**src/rtl/kamikaze_pkg.sv**
```systemverilog
// rtl/kamikaze_pkg.sv - shared types and widths for the kamikaze memory arbiter
// Purpose: owner encoding used by the arbiter and its owner FIFO, plus datapath widths.
package kamikaze_pkg;

  localparam int XLEN = 32;
  localparam int BE_W = XLEN / 8;

  // Which master issued a memory transaction; stored in the owner FIFO.
  typedef enum logic {
    OWNER_IF = 1'b0,
    OWNER_LS = 1'b1
  } owner_t;

endpackage

```
**src/rtl/kamikaze_owner_fifo.sv**
```systemverilog
// rtl/kamikaze_owner_fifo.sv - 1-bit-wide owner FIFO tracking outstanding memory transactions
// Purpose: remembers, in issue order, which master owns each outstanding transaction.
// Ports:
//   clk, rst_n  : clock, asynchronous active-low reset
//   push, din   : enqueue owner bit din
//   pop         : dequeue the head entry
//   head        : owner bit at the head (valid when !empty)
//   full, empty : occupancy flags
module kamikaze_owner_fifo #(
  parameter int DEPTH = 2
) (
  input  logic clk,
  input  logic rst_n,
  input  logic push,
  input  logic pop,
  input  logic din,
  output logic head,
  output logic full,
  output logic empty
);

  localparam int PTR_W = (DEPTH > 1) ? $clog2(DEPTH) : 1;
  localparam int CNT_W = $clog2(DEPTH + 1);

  logic [DEPTH-1:0] mem_q;
  logic [PTR_W-1:0] wr_ptr_q;
  logic [PTR_W-1:0] rd_ptr_q;
  logic [CNT_W-1:0] count_q;
  logic             do_push;
  logic             do_pop;

  function automatic logic [PTR_W-1:0] ptr_inc(input logic [PTR_W-1:0] p);
    return (p == PTR_W'(DEPTH - 1)) ? '0 : p + 1'b1;
  endfunction

  assign full  = (count_q == CNT_W'(DEPTH));
  assign empty = (count_q == '0);
  assign head  = mem_q[rd_ptr_q];

  // A push into a full FIFO is only legal when the head leaves in the same cycle.
  assign do_push = push & (~full | pop);
  assign do_pop  = pop & ~empty;

  always_ff @(posedge clk or negedge rst_n) begin
    if (!rst_n) begin
      mem_q    <= '0;
      wr_ptr_q <= '0;
      rd_ptr_q <= '0;
      count_q  <= '0;
    end else begin
      if (do_push) begin
        mem_q[wr_ptr_q] <= din;
        wr_ptr_q        <= ptr_inc(wr_ptr_q);
      end
      if (do_pop) begin
        rd_ptr_q <= ptr_inc(rd_ptr_q);
      end
      case ({do_push, do_pop})
        2'b10:   count_q <= count_q + CNT_W'(1);
        2'b01:   count_q <= count_q - CNT_W'(1);
        default: count_q <= count_q;
      endcase
    end
  end

endmodule

```
**src/rtl/kamikaze_mem_arbiter.sv**
```systemverilog
// rtl/kamikaze_mem_arbiter.sv - two-master (fetch, load/store) arbiter for the single memory port
// Purpose: forwards fetch and load/store requests to memory with LS priority and bounded
//          fetch starvation, and steers in-order responses back via an owner FIFO.
// Ports:
//   clk_i, rst_n_i           : clock, asynchronous active-low reset
//   if_*                     : fetch master (read-only) request/grant/response
//   ls_*                     : load/store master request/grant/response (rvalid acks writes)
//   mem_*                    : memory port, req/gnt handshake, one in-order rvalid per request
//   bus_err_o                : sticky, response seen with nothing outstanding
module kamikaze_mem_arbiter
  import kamikaze_pkg::*;
#(
  parameter int MAX_OUTSTANDING = 2,
  parameter int LS_BURST_MAX    = 4
) (
  input  logic            clk_i,
  input  logic            rst_n_i,
  input  logic            if_req_i,
  input  logic [XLEN-1:0] if_addr_i,
  output logic            if_gnt_o,
  output logic            if_rvalid_o,
  output logic [XLEN-1:0] if_rdata_o,
  input  logic            ls_req_i,
  input  logic            ls_we_i,
  input  logic [BE_W-1:0] ls_be_i,
  input  logic [XLEN-1:0] ls_addr_i,
  input  logic [XLEN-1:0] ls_wdata_i,
  output logic            ls_gnt_o,
  output logic            ls_rvalid_o,
  output logic [XLEN-1:0] ls_rdata_o,
  output logic            mem_req_o,
  output logic            mem_we_o,
  output logic [BE_W-1:0] mem_be_o,
  output logic [XLEN-1:0] mem_addr_o,
  output logic [XLEN-1:0] mem_wdata_o,
  input  logic            mem_gnt_i,
  input  logic            mem_rvalid_i,
  input  logic [XLEN-1:0] mem_rdata_i,
  output logic            bus_err_o
);

  localparam int SC_W = $clog2(LS_BURST_MAX + 1);
  localparam logic [SC_W-1:0] SC_MAX = SC_W'(LS_BURST_MAX);

  owner_t          sel;
  owner_t          lock_owner_q;
  logic            lock_q;
  logic [SC_W-1:0] starve_cnt_q;
  logic            bus_err_q;
  logic            sel_req;
  logic            handshake;
  logic            fifo_full;
  logic            fifo_empty;
  logic            fifo_head;
  logic            fifo_pop;
  owner_t          head_owner;

  // A stalled request keeps its owner until memory accepts it, so the payload
  // seen by memory never changes mid-handshake; this also beats the starvation limit.
  always_comb begin
    sel = OWNER_IF;
    if (lock_q) begin
      sel = lock_owner_q;
    end else if (if_req_i && ls_req_i) begin
      sel = (starve_cnt_q == SC_MAX) ? OWNER_IF : OWNER_LS;
    end else if (ls_req_i) begin
      sel = OWNER_LS;
    end
  end

  assign sel_req = (sel == OWNER_LS) ? ls_req_i : if_req_i;

  // With the FIFO full a new request may only go out when a response frees a slot this cycle.
  assign mem_req_o = sel_req & ~(fifo_full & ~mem_rvalid_i);
  assign handshake = mem_req_o & mem_gnt_i;
  assign if_gnt_o  = handshake & (sel == OWNER_IF);
  assign ls_gnt_o  = handshake & (sel == OWNER_LS);

  // Payload is zeroed while no request is out so an idle port shows all zeros.
  always_comb begin
    mem_we_o    = 1'b0;
    mem_be_o    = '0;
    mem_addr_o  = '0;
    mem_wdata_o = '0;
    if (mem_req_o) begin
      if (sel == OWNER_LS) begin
        mem_we_o    = ls_we_i;
        mem_be_o    = ls_be_i;
        mem_addr_o  = ls_addr_i;
        mem_wdata_o = ls_wdata_i;
      end else begin
        mem_be_o    = '1;
        mem_addr_o  = if_addr_i;
      end
    end
  end

  assign fifo_pop   = mem_rvalid_i & ~fifo_empty;
  assign head_owner = owner_t'(fifo_head);

  assign if_rvalid_o = fifo_pop & (head_owner == OWNER_IF);
  assign ls_rvalid_o = fifo_pop & (head_owner == OWNER_LS);
  assign if_rdata_o  = mem_rdata_i;
  assign ls_rdata_o  = mem_rdata_i;
  assign bus_err_o   = bus_err_q;

  kamikaze_owner_fifo #(
    .DEPTH (MAX_OUTSTANDING)
  ) u_fifo (
    .clk   (clk_i),
    .rst_n (rst_n_i),
    .push  (handshake),
    .pop   (fifo_pop),
    .din   (sel),
    .head  (fifo_head),
    .full  (fifo_full),
    .empty (fifo_empty)
  );

  always_ff @(posedge clk_i or negedge rst_n_i) begin
    if (!rst_n_i) begin
      lock_q       <= 1'b0;
      lock_owner_q <= OWNER_IF;
      starve_cnt_q <= '0;
      bus_err_q    <= 1'b0;
    end else begin
      lock_q <= mem_req_o & ~mem_gnt_i;
      if (mem_req_o && !mem_gnt_i) begin
        lock_owner_q <= sel;
      end

      if (!if_req_i || if_gnt_o) begin
        starve_cnt_q <= '0;
      end else if (ls_gnt_o && starve_cnt_q != SC_MAX) begin
        starve_cnt_q <= starve_cnt_q + SC_W'(1);
      end

      if (mem_rvalid_i && fifo_empty) begin
        bus_err_q <= 1'b1;
      end
    end
  end

endmodule
```
**config.mk**
```make
export PLATFORM = sky130hd
export DESIGN_NAME = kamikaze_mem_arbiter
export DESIGN_NICKNAME = d
export VERILOG_FILES = /design/src/rtl/kamikaze_pkg.sv /design/src/rtl/kamikaze_owner_fifo.sv /design/src/rtl/kamikaze_mem_arbiter.sv
export SDC_FILE = /design/constraint.sdc
export NUM_CORES = 1
export LEC_CHECK = 0
export ABC_AREA = 0
export BUFFER_PORTS_ARGS = -buffer_cell sky130_fd_sc_hd__buf_2
export CORE_AREA = 5 5 106 108
export DETAILED_ROUTE_END_ITERATION = 12
export DIE_AREA = 0 0 111 113
export PLACE_DENSITY = 0.54
export SLEW_MARGIN = 20
export SYNTH_ARGS = -nofsm -noshare
export SYNTH_HDL_FRONTEND = slang
export SYNTH_SLANG_ARGS = --single-unit
```
**constraint.sdc**
```tcl
create_clock -name clk_i -period 1.62 [get_ports clk_i]
set_input_delay 0.081 -clock clk_i [delete_from_list [all_inputs] [get_ports clk_i]]
set_output_delay 0.081 -clock clk_i [all_outputs]
set_load 0.01 [all_outputs]
```
==> metrics.txt, run 1 <==
buffers from clock root to sink, at most 2; DRC violations left 0; final period demand of the worst path 1.94 ns; netlist area before placement 0.00187 mm^2; clock latency reported for the late side of the worst-skew pair about 0.23 ns; Total Die Area approximately 0.013 mm^2; routability-driven placement congestion ratio a little over 0.8; number of buffers and inverters on the critical path 4; Max Cap Viol 0; cell with the largest stage delay on the worst path sky130_fd_sc_hd__dfrtp_1; clock sink count 12; Final Hold Fails 0; gate count after technology mapping 281; critical path arrival roughly 1.9 ns; placeable core region slightly above 0.01 mm^2; Detailed Route WL a little over 9000 um; element type at the critical path end output port; max-slew violations 0; number of cells on the worst hold path 2; violations in the final reports setup timing; post-layout instance count excluding filler cells about 560; 1st-iter DRT viols just over 80; utilization of the core after routing a little under a third; total of flip-flops plus latches after synthesis 12; fraction of synthesis flops using an asynchronous set or reset pin 100%; M1 WL approximately 3200 um; Remaining Overflow, GRT 0; post-synth cell types 33; fill count between 1,000 and 1,500; Worst Hold Path EP bus_err_o; highest clock frequency the design can meet 0.515 GHz; total clock buffers created by CTS 3; Max Fanout on Critical Path 5; CTS H-tree lvls 1; Worst Slack Setup Final -0.320 ns; slack of the worst reg-to-reg path -0.03 ns; reg2reg end lock_owner_q; first-pass GRT wire length 12,200 um; footprint of the multi-input gates between 0.001 and 0.0015 mm^2; number of I/O pins 278; Total Nets Final about 560; EDFF count, synth 0; sequential-to-total area share from yosys stat between 10% and 20%; LEAKAGE ~1.7 nW; starting density of the core between 10% and 20%; relative slew slack 80.1%; total nets after synthesis between 400 and 500; total track usage between 10% and 20%; critical hold path startpoint mem_rvalid_i; sum of internal, switching and leakage power 4.10 mW; total number of vias 2,350; die outline width 111 um; total power per unit cell area 1290 mW/mm^2; delay of the slowest cell on the worst path a little under 0.4 ns; router iterations before antenna repair 4; commonest register cell after synthesis sky130_fd_sc_hd__dfrtp_1; met2 routed WL approximately 4700 um; Max IR drop VDD around 0.9 mV; proportion of layout cells with a drive suffix above 1 roughly two thirds; cell chosen for the clock root sky130_fd_sc_hd__clkbuf_8; startpoint of the most critical register-to-register path starve_cnt_q[0]; Placement Setup Slack -0.0903 ns; kind of critical path register to output port; Rows 37; Worst Reg2Reg Path Length in Cells 8; part of the cycle the worst path needs 120%; critical path, cell by cell inv_2 > ha_4 > and3_4 > o21a_4 > buf_12 > clkbuf_16 > nand2_4 > a21oi_2 > buf_2; post-synthesis area per instance 6.66 um^2; post-detailed-placement half-perimeter wirelength approximately 7000 um; Die Span Y ~110 um; number of cells after detailed placement approximately 530; number of global-route vias before repair between 2,000 and 2,500; kind of launch point of the worst setup path register; vias per cell ~4.2; relative area change from synthesis to final layout 70.0%; cell family with the largest share of critical-path delay buffers and inverters; clock edge transition at the registers on the reported setup and hold paths around 0.050 ns; clock skew about 0.0022 ns; count of warnings emitted by yosys 0; initial antenna violation count 0; number of nets still failing antenna checks after routing 0; Final setup viols 72; largest net degree at the start of global routing 35; setup repair after global routing missed its margin yes; antenna diode instance count 0; status complete, but fails checks; required arrival time at the worst endpoint roughly 1.5 ns; Hold/Removal Path Class input pin to register; Routed wire per std cell approximately 16 um; count of input and output buffers about 180; area of all sequential standard cells between 300 and 400 um^2; wire length on met3 roughly 950 um; slew at the pin with the worst max-slew slack approximately 0.3 ns; Levels on crit path 9; Total Negative Setup Slacks -18.61 ns; clock tree from TritonCTS done; Top Layer Used met4
[routing by layer]
layer,GRT usage (%),up-vias
met5,0.392,-
met4,3.20,0
met3,4.55,18
met2,21.6,154
met1,13.1,1066
li1,-,1112
[worst reg2reg max path, delay by kind of cell (launching register included)]
family,cells,cell delay [ns]
flip-flops,1,0.39
buffers and inverters,4,0.49
AO/OA/AOI/OAI,1,0.07
multiplexers,1,0.25
AND/OR/NAND/NOR,1,0.20
adder cells (fa/ha/maj),1,0.13
[flip-flops by register name (all words and copies together), names as in the netlist]
name and flops:
u_fifo.mem_q 2, starve_cnt_q 3, u_fifo.count_q 2, u_fifo.rd_ptr_q 1, u_fifo.wr_ptr_q 1, lock_q 1, lock_owner_q 1, bus_err_o 1
[synthesized netlist by cell type (2+ instances only)]
master                     count  share of area, %
sky130_fd_sc_hd__nand2_1      71                14
sky130_fd_sc_hd__buf_4        65                26
sky130_fd_sc_hd__a21oi_1      34               9.1
sky130_fd_sc_hd__and2_1       33                11
sky130_fd_sc_hd__nor2_1       13               2.6
sky130_fd_sc_hd__dfrtp_1      12                16
sky130_fd_sc_hd__buf_2         8               2.1
sky130_fd_sc_hd__inv_1         5               1.0
sky130_fd_sc_hd__xnor2_1       4               1.9
sky130_fd_sc_hd__clkbuf_2      3              0.80
sky130_fd_sc_hd__ha_1          3               2.0
sky130_fd_sc_hd__o21a_1        3               1.2
sky130_fd_sc_hd__o21ai_0       3              0.80
sky130_fd_sc_hd__a31oi_1       2              0.67
sky130_fd_sc_hd__buf_6         2               1.2
sky130_fd_sc_hd__nor2_2        2              0.67
sky130_fd_sc_hd__nor2b_1       2              0.67
[power by group]
group | internal (mW) | switching (mW)
logic | 1.65 | 1.70
clock network | 0.163 | 0.103
registers | 0.407 | 0.0756
total | 2.22 | 1.88
[metrics by stage]
stage | area (um^2) | hold WS [ns]
final | 3180 | 0.0831
after CTS | 2800 | 0.0824
after global routing | 3180 | 0.0974
after floorplan | 1910 | -0.215
after global placement | 2560 | -0.0219
after detailed placement | 2560 | -0.0245
[layout make-up]
type | count | share of cell area [%]
clock buffers | 3 | 1.30
flip-flops and latches | 12 | 9.44
multi-input cells | 186 | 40.5
well taps | 136 | 5.35
repair buffers | 214 | 42.7
inverters | 5 | 0.669
[timing repair]
item | 4_1_cts | 5_1_grt
cloned | 3 | 5
buffers inserted | 6 | 5
hold endpoints to repair | 12 | 0
pin swaps | 7 | 22
gates resized for setup | 22 | 66
setup endpoints to repair | 73 | 76
hold buffers | 1 | 0
[worst max path at each step]
stage | startpoint | end | slack (ns)
2_1_floorplan | u_fifo.count_q[0] | u_fifo.count_q[1] | 0.006
6_report | starve_cnt_q[0] | mem_addr_o[14] | -0.32
4_1_cts | starve_cnt_q[0] | mem_addr_o[14] | -0.28
3_3_place_gp | starve_cnt_q[0] | mem_addr_o[4] | -0.08
3_5_place_dp | starve_cnt_q[0] | mem_addr_o[4] | -0.09
5_1_grt | starve_cnt_q[1] | mem_wdata_o[12] | -0.41
[cells by family (layout without fill, tap and decap cells)]
group	Yosys count	in the layout	share of synthesized area (%)
XOR/XNOR	5	5	2.34
multiplexers	3	3	1.94
AND/OR/NAND/NOR	125	125	30.8
buffers and inverters	83	222	31.2
flip-flops	12	12	16.1
adder cells (fa/ha/maj)	3	3	2.01
AO/OA/AOI/OAI	50	50	15.7
[cells in the final DEF, fill, tap and decap left out, types with 5 or more instances in the layout]
master	n
sky130_fd_sc_hd__buf_2	180
sky130_fd_sc_hd__nand2_1	53
sky130_fd_sc_hd__and2_1	33
sky130_fd_sc_hd__a21oi_2	23
sky130_fd_sc_hd__buf_4	14
sky130_fd_sc_hd__nand2_4	12
sky130_fd_sc_hd__dfrtp_1	12
sky130_fd_sc_hd__a21oi_1	11
sky130_fd_sc_hd__nor2_1	7
sky130_fd_sc_hd__nand2_2	6
sky130_fd_sc_hd__buf_6	6
sky130_fd_sc_hd__buf_12	5
No activity file was read; power rests on OpenSTA's default activity.
==> inputs of run 2 (changes only) <==
--- a/config.mk
+++ b/config.mk
@@ -10,7 +10,7 @@
 export CORE_AREA = 5 5 106 108
 export DETAILED_ROUTE_END_ITERATION = 12
 export DIE_AREA = 0 0 111 113
-export PLACE_DENSITY = 0.54
+export PLACE_DENSITY = 0.66
 export SLEW_MARGIN = 20
 export SYNTH_ARGS = -nofsm -noshare
 export SYNTH_HDL_FRONTEND = slang
==> run 2 against run 1 <==
Compared with the run above:
- largest cell class unchanged
- fmax up 1.2%
- largest power group unchanged
- via count is 1.9% lower
- hold slack improved by 0.016 ns
- sequential power about the same
- first-iteration DRC count is 3.6% higher
- the flow still finishes with violations (setup timing)
- flip-flop and latch count unchanged
- design area fell by 4.4%
- critical endpoint is now mem_wdata_o[12]
- combinational power fell by 4%
- global-route usage shrank 0.77 points
==> metrics.txt, run 2 (synthesized netlist as in run 1, its figures left out) <==
status complete, but fails checks; violations in the final reports setup timing; max-slew violations 0; Clk pwr share between 6 and 7%; number of global-route vias before repair 2,264; placeable core region 0.0101 mm^2; antenna diode instance count 0; clock latency reported for the late side of the worst-skew pair ~0.24 ns; number of nets still failing antenna checks after routing 0; area of all sequential standard cells 300 um^2; LEAKAGE ~1.6 nW; net switching power 1.78 mW; largest net degree at the start of global routing 40; design area slightly above 0.003 mm^2; cell chosen for the clock root sky130_fd_sc_hd__clkbuf_8; initial antenna violation count 0; Sw Ratio between 40% and 50%; Final setup viols 72; cell with the largest stage delay on the worst path sky130_fd_sc_hd__dfrtp_1; setup repair after global routing missed its margin yes; number of flip-flops in the largest register 3; Max Fanout on Critical Path 8; DRC violations left 0; number of I/O pins between 200 and 300; CTS H-tree lvls 1; footprint of the multi-input gates around 0.0012 mm^2; required arrival time at the worst endpoint between 1.5 and 2 ns; clock edge transition at the registers on the reported setup and hold paths ~0.05 ns; Detailed Route WL between 8000 and 9000 um; number of cells after detailed placement 536; buffers from clock root to sink, at most 2; commonest non-fill, non-tap cells in the layout 164 x sky130_fd_sc_hd__buf_2, 70 x sky130_fd_sc_hd__nand2_1, 24 x sky130_fd_sc_hd__buf_6; registers with the highest flip-flop counts starve_cnt_q (3), u_fifo.count_q (2), u_fifo.mem_q (2); die outline width ~110 um; cell occurring most often along the worst timing path sky130_fd_sc_hd__buf_6; total power per unit cell area ~1300 mW/mm^2; Total Nets Final ~560; Rows 37; kind of critical path register to output port; element type at the critical path end output port; Remaining Overflow, GRT 0; Placement Setup Slack -0.0740 ns; critical path arrival 1.84 ns; met1 GRT Util between 10% and 20%; vias per cell 4.20; part of the cycle the worst path needs 118%; post-detailed-placement half-perimeter wirelength 6160 um; number of cells on the worst hold path 2; Max IR drop VDD between 0.8 and 0.9 mV; Max Cap Viol 0; total track usage between 10 and 15%; busiest layer in global routing met2; register bank with the most flops starve_cnt_q; count of input and output buffers 181; share of power burned in registers between 10 and 15%; total clock buffers created by CTS 3; utilization of the core after routing approximately 30%; relative area change from synthesis to final layout 62.5%; cell-internal power approximately 2.2 mW; Hold/Removal Path Class input pin to register; Worst Slack Setup Final -0.298 ns; placed cell area roughly 0.0026 mm^2; clock skew roughly 0.0019 ns; critical path, cell by cell inv_2 > ha_4 > and3_4 > o21a_4 > nor2_4 > buf_6 > buf_16 > and2_4 > buf_6; starting density of the core 18.4%; cell family with the largest share of critical-path delay simple AND/OR/NAND/NOR gates; delay of the slowest cell on the worst path ~0.35 ns; first-pass GRT wire length 11,700 um; kind of launch point of the worst setup path register; met3 Resource Use GR ~2.8%; router iterations before antenna repair 4; post-layout instance count excluding filler cells 549; final period demand of the worst path 1.92 ns; Total Negative Setup Slacks -15.14 ns; leading cell type in the layout, fill and taps excluded sky130_fd_sc_hd__buf_2; proportion of layout cells with a drive suffix above 1 between 60% and 70%; sum of internal, switching and leakage power 3.96 mW; highest clock frequency the design can meet roughly 0.52 GHz; global-route track usage on met2 roughly 21%; number of buffers and inverters on the critical path 4; Die Span Y between 100 and 150 um; Final Hold Fails 0; clock tree from TritonCTS done; proportion of power drawn by combinational gates between 80% and 90%; Routed wire per std cell around 15 um; fill count approximately 1,100; Worst Reg2Reg Path Length in Cells 6; clock sink count 12; total number of vias ~2,300; hold slack final 0.0989 ns; Levels on crit path 9; relative slew slack between 80% and 90%; Total Die Area 0.0125 mm^2; 1st-iter DRT viols 86; slew at the pin with the worst max-slew slack 0.265 ns; slack of the worst reg-to-reg path -0.04 ns; routability-driven placement congestion ratio 0.931
run 2: cell types whose count changed in the layout (fill, tap and decap cells not counted), sizes merged:
cell | previous run | this run
clkbuf | 6 | 3
buf | 210 | 206
run 2: power by group through the flow:
stage	clock, mW	combinational [mW]	sequential, mW
after CTS	0.273	2.91	0.483
after floorplan	0	1.65	0.483
after global routing	0.292	3.52	0.503
final	0.265	3.22	0.482
after detailed placement	0	2.55	0.482
after global placement	0	2.56	0.481
run 2: worst paths after layout:
| kind | start | endpoint |
|---|---|---|
| min in group asynchronous | rst_n_i | bus_err_o |
| max in group asynchronous | rst_n_i | u_fifo.mem_q[1] |
| max | starve_cnt_q[1] | mem_wdata_o[12] |
| min reg2reg | bus_err_o | bus_err_o |
| max reg2reg | lock_q | lock_owner_q |
| min | mem_rvalid_i | bus_err_o |
run 2: area by class of cell:
| cell class | count | area share [%] |
|---|---|---|
| multi-input combinational | 186 | 39.6 |
| tap | 136 | 5.60 |
| sequential | 12 | 9.88 |
| clock buffer | 3 | 1.36 |
| inverter | 5 | 0.700 |
| timing repair buffer | 207 | 42.9 |
run 2: timing repair:
item | CTS | global route
setup buffers | 3 | 6
gates cloned | 2 | 0
hold buffers | 1 | 0
endpoints found under the hold margin | 12 | 0
gates resized for setup | 26 | 63
pin swaps | 2 | 12
endpoints found under the setup margin | 72 | 75
run 2: metal layers:
layer  wire length [um]  vias to the layer above
met5                  0                        -
met4                278                        0
met3                683                       28
met2               4380                      140
met1               2760                     1036
li1                   -                     1101
==> inputs of run 3 (changes only) <==
--- a/config.mk
+++ b/config.mk
@@ -11,6 +11,7 @@
 export DETAILED_ROUTE_END_ITERATION = 12
 export DIE_AREA = 0 0 111 113
 export PLACE_DENSITY = 0.66
+export REMOVE_ABC_BUFFERS = 1
 export SLEW_MARGIN = 20
 export SYNTH_ARGS = -nofsm -noshare
 export SYNTH_HDL_FRONTEND = slang
==> run 3 against run 2 <==
Compared with the run above:
- the run still ends with setup timing left
- non-clock buffer count is 11 higher
- flip-flop and latch count stayed put
- via count is 5.1% higher
- largest cell class unchanged
- clock-buffer cell count is 1 higher
- die area stayed put
==> metrics.txt, run 3 (synthesized netlist as in run 1, its figures left out) <==
status complete, but fails checks; violations in the final reports setup timing; kind of launch point of the worst setup path register; fill count around 1,000; commonest non-fill, non-tap cells in the layout 147 x sky130_fd_sc_hd__buf_2, 53 x sky130_fd_sc_hd__nand2_1, 42 x sky130_fd_sc_hd__buf_6; router iterations before antenna repair 4; clock latency reported for the late side of the worst-skew pair 0.23 ns; part of the cycle the worst path needs 118%; kind of critical path register to output port; sum of internal, switching and leakage power slightly below 5 mW; number of cells on the worst hold path 2; leading cell type in the layout, fill and taps excluded sky130_fd_sc_hd__buf_2; number of I/O pins between 200 and 300; Worst Slack Setup Final -0.286 ns; slack of the worst reg-to-reg path -0.15 ns; buffers from clock root to sink, at most 2; clock skew 0.000523 ns; Hold/Removal Path Class input pin to register; Total Die Area about 0.013 mm^2; slew at the pin with the worst max-slew slack just under 0.3 ns; reg2reg end lock_owner_q; total power per unit cell area 1370 mW/mm^2; starting density of the core 18.4%; Detailed Route WL approximately 10,000 um; critical hold path startpoint mem_rvalid_i; registers with the highest flip-flop counts starve_cnt_q (3), u_fifo.count_q (2), u_fifo.mem_q (2); highest clock frequency the design can meet about 0.52 GHz; relative slew slack approximately 81%; 1st-iter DRT viols approximately 130; Max IR drop VDD roughly 0.57 mV; Die Span Y 113 um; CTS H-tree lvls 1; initial antenna violation count 0; max-slew violations 0; required arrival time at the worst endpoint 1.54 ns; antenna diode instance count 0; register bank with the most flops starve_cnt_q; Placement Setup Slack -0.0928 ns; proportion of layout cells with a drive suffix above 1 around 76%; largest net degree at the start of global routing 27; clock tree from TritonCTS done; clock edge transition at the registers on the reported setup and hold paths roughly 0.05 ns; Max Cap Viol 0; post-detailed-placement half-perimeter wirelength 7350 um; number of nets still failing antenna checks after routing 0; Final Hold Fails 0; Total Nets Final about 570; cell chosen for the clock root sky130_fd_sc_hd__clkbuf_8; area of all sequential standard cells around 300 um^2; total track usage between 10% and 20%; number of flip-flops in the largest register 3; placeable core region 0.0101 mm^2; element type at the critical path end output port; routability-driven placement congestion ratio 0.899; first-pass GRT wire length around 14,000 um; Final setup viols 75; number of global-route vias before repair 2,385; Worst Reg2Reg Path Length in Cells 7; count of input and output buffers approximately 180; Routed wire per std cell approximately 18 um; vias per cell about 4.3; relative area change from synthesis to final layout 89.8%; setup repair after global routing missed its margin yes; Worst Hold Path EP bus_err_o; final period demand of the worst path about 1.9 ns; startpoint of the most critical register-to-register path lock_q; footprint of the multi-input gates about 0.0014 mm^2; Remaining Overflow, GRT 0; total clock buffers created by CTS 3; critical path arrival 1.83 ns; DRC violations left 0; Max Fanout on Critical Path 4; Rows 37; LEAKAGE ~1.8 nW; total number of vias 2,422; die outline width about 110 um; clock sink count 12
==> run 3: timing repair <==
action | CTS | global route
setup buffers | 10 | 4
cloned | 5 | 3
pin swaps | 17 | 39
endpoints found under the setup margin | 75 | 77
hold endpoints to repair | 12 | 0
gates resized for setup | 49 | 110
hold buffers | 1 | 0
==> run 3: layout make-up <==
class	count	share of cell area, %
Multi-Input combinational cell	186	38.4
Tap cell	136	4.79
Timing Repair Buffer	218	46.3
Clock buffer	4	1.55
Sequential cell	12	8.46
Inverter	5	0.529
==> run 3: layer usage <==
| layer | vias up | global-route usage [%] | routed length, um |
|---|---|---|---|
| met2 | 186 | 20.1 | 4460 |
| met4 | 3 | 2.55 | 159 |
| met3 | 13 | 10.5 | 1690 |
| met5 | - | 4.71 | 57 |
| met1 | 1094 | 16.5 | 4000 |
| li1 | 1126 | - | - |
==> run 3: how the worst max path moves through the flow <==
| stage | start | to | slack, ns | cells after the start |
|---|---|---|---|---|
| after CTS | starve_cnt_q[0] | mem_wdata_o[30] | -0.30 | 9 |
| after floorplan | lock_q | u_fifo.count_q[1] | -1.12 | 7 |
| after global placement | lock_q | u_fifo.count_q[1] | -0.06 | 7 |
| final | starve_cnt_q[1] | mem_wdata_o[8] | -0.29 | 9 |
| after global routing | starve_cnt_q[1] | mem_addr_o[24] | -0.37 | 9 |
| after detailed placement | lock_q | u_fifo.count_q[1] | -0.09 | 8 |
==> run 3: where the power goes <==
part / total, mW / leakage (nW) / switching [mW] / internal [mW]
sequential: 0.479 / 0.144 / 0.0722 / 0.407
combinational: 4.07 / 1.65 / 1.86 / 2.21
clock: 0.320 / 0.0288 / 0.105 / 0.214
==> run 3: per-stage QoR <==
step	util, %	hold slack [ns]	TNS, ns	area [um^2]	cells
final	35.0	0.0870	-17.61	3550	561
after global routing	35.0	0.0886	-23.58	3550	561
after CTS	29.8	0.0901	-17.92	3020	555
after detailed placement	25.2	-0.0184	-3.77	2550	535
after global placement	25.2	-0.0240	-1.70	2550	535
after floorplan	-	-0.215	-38.10	1310	203
==> run 3: worst max-delay path, stage by stage (launching register included) <==
cell	delay (ns)
sky130_fd_sc_hd__dfrtp_1	0.36
sky130_fd_sc_hd__inv_2	0.06
sky130_fd_sc_hd__ha_4	0.15
sky130_fd_sc_hd__and3_4	0.18
sky130_fd_sc_hd__o21a_4	0.21
sky130_fd_sc_hd__nor2_4	0.10
sky130_fd_sc_hd__buf_6	0.15
sky130_fd_sc_hd__clkbuf_16	0.14
sky130_fd_sc_hd__and2_1	0.11
sky130_fd_sc_hd__buf_2	0.13
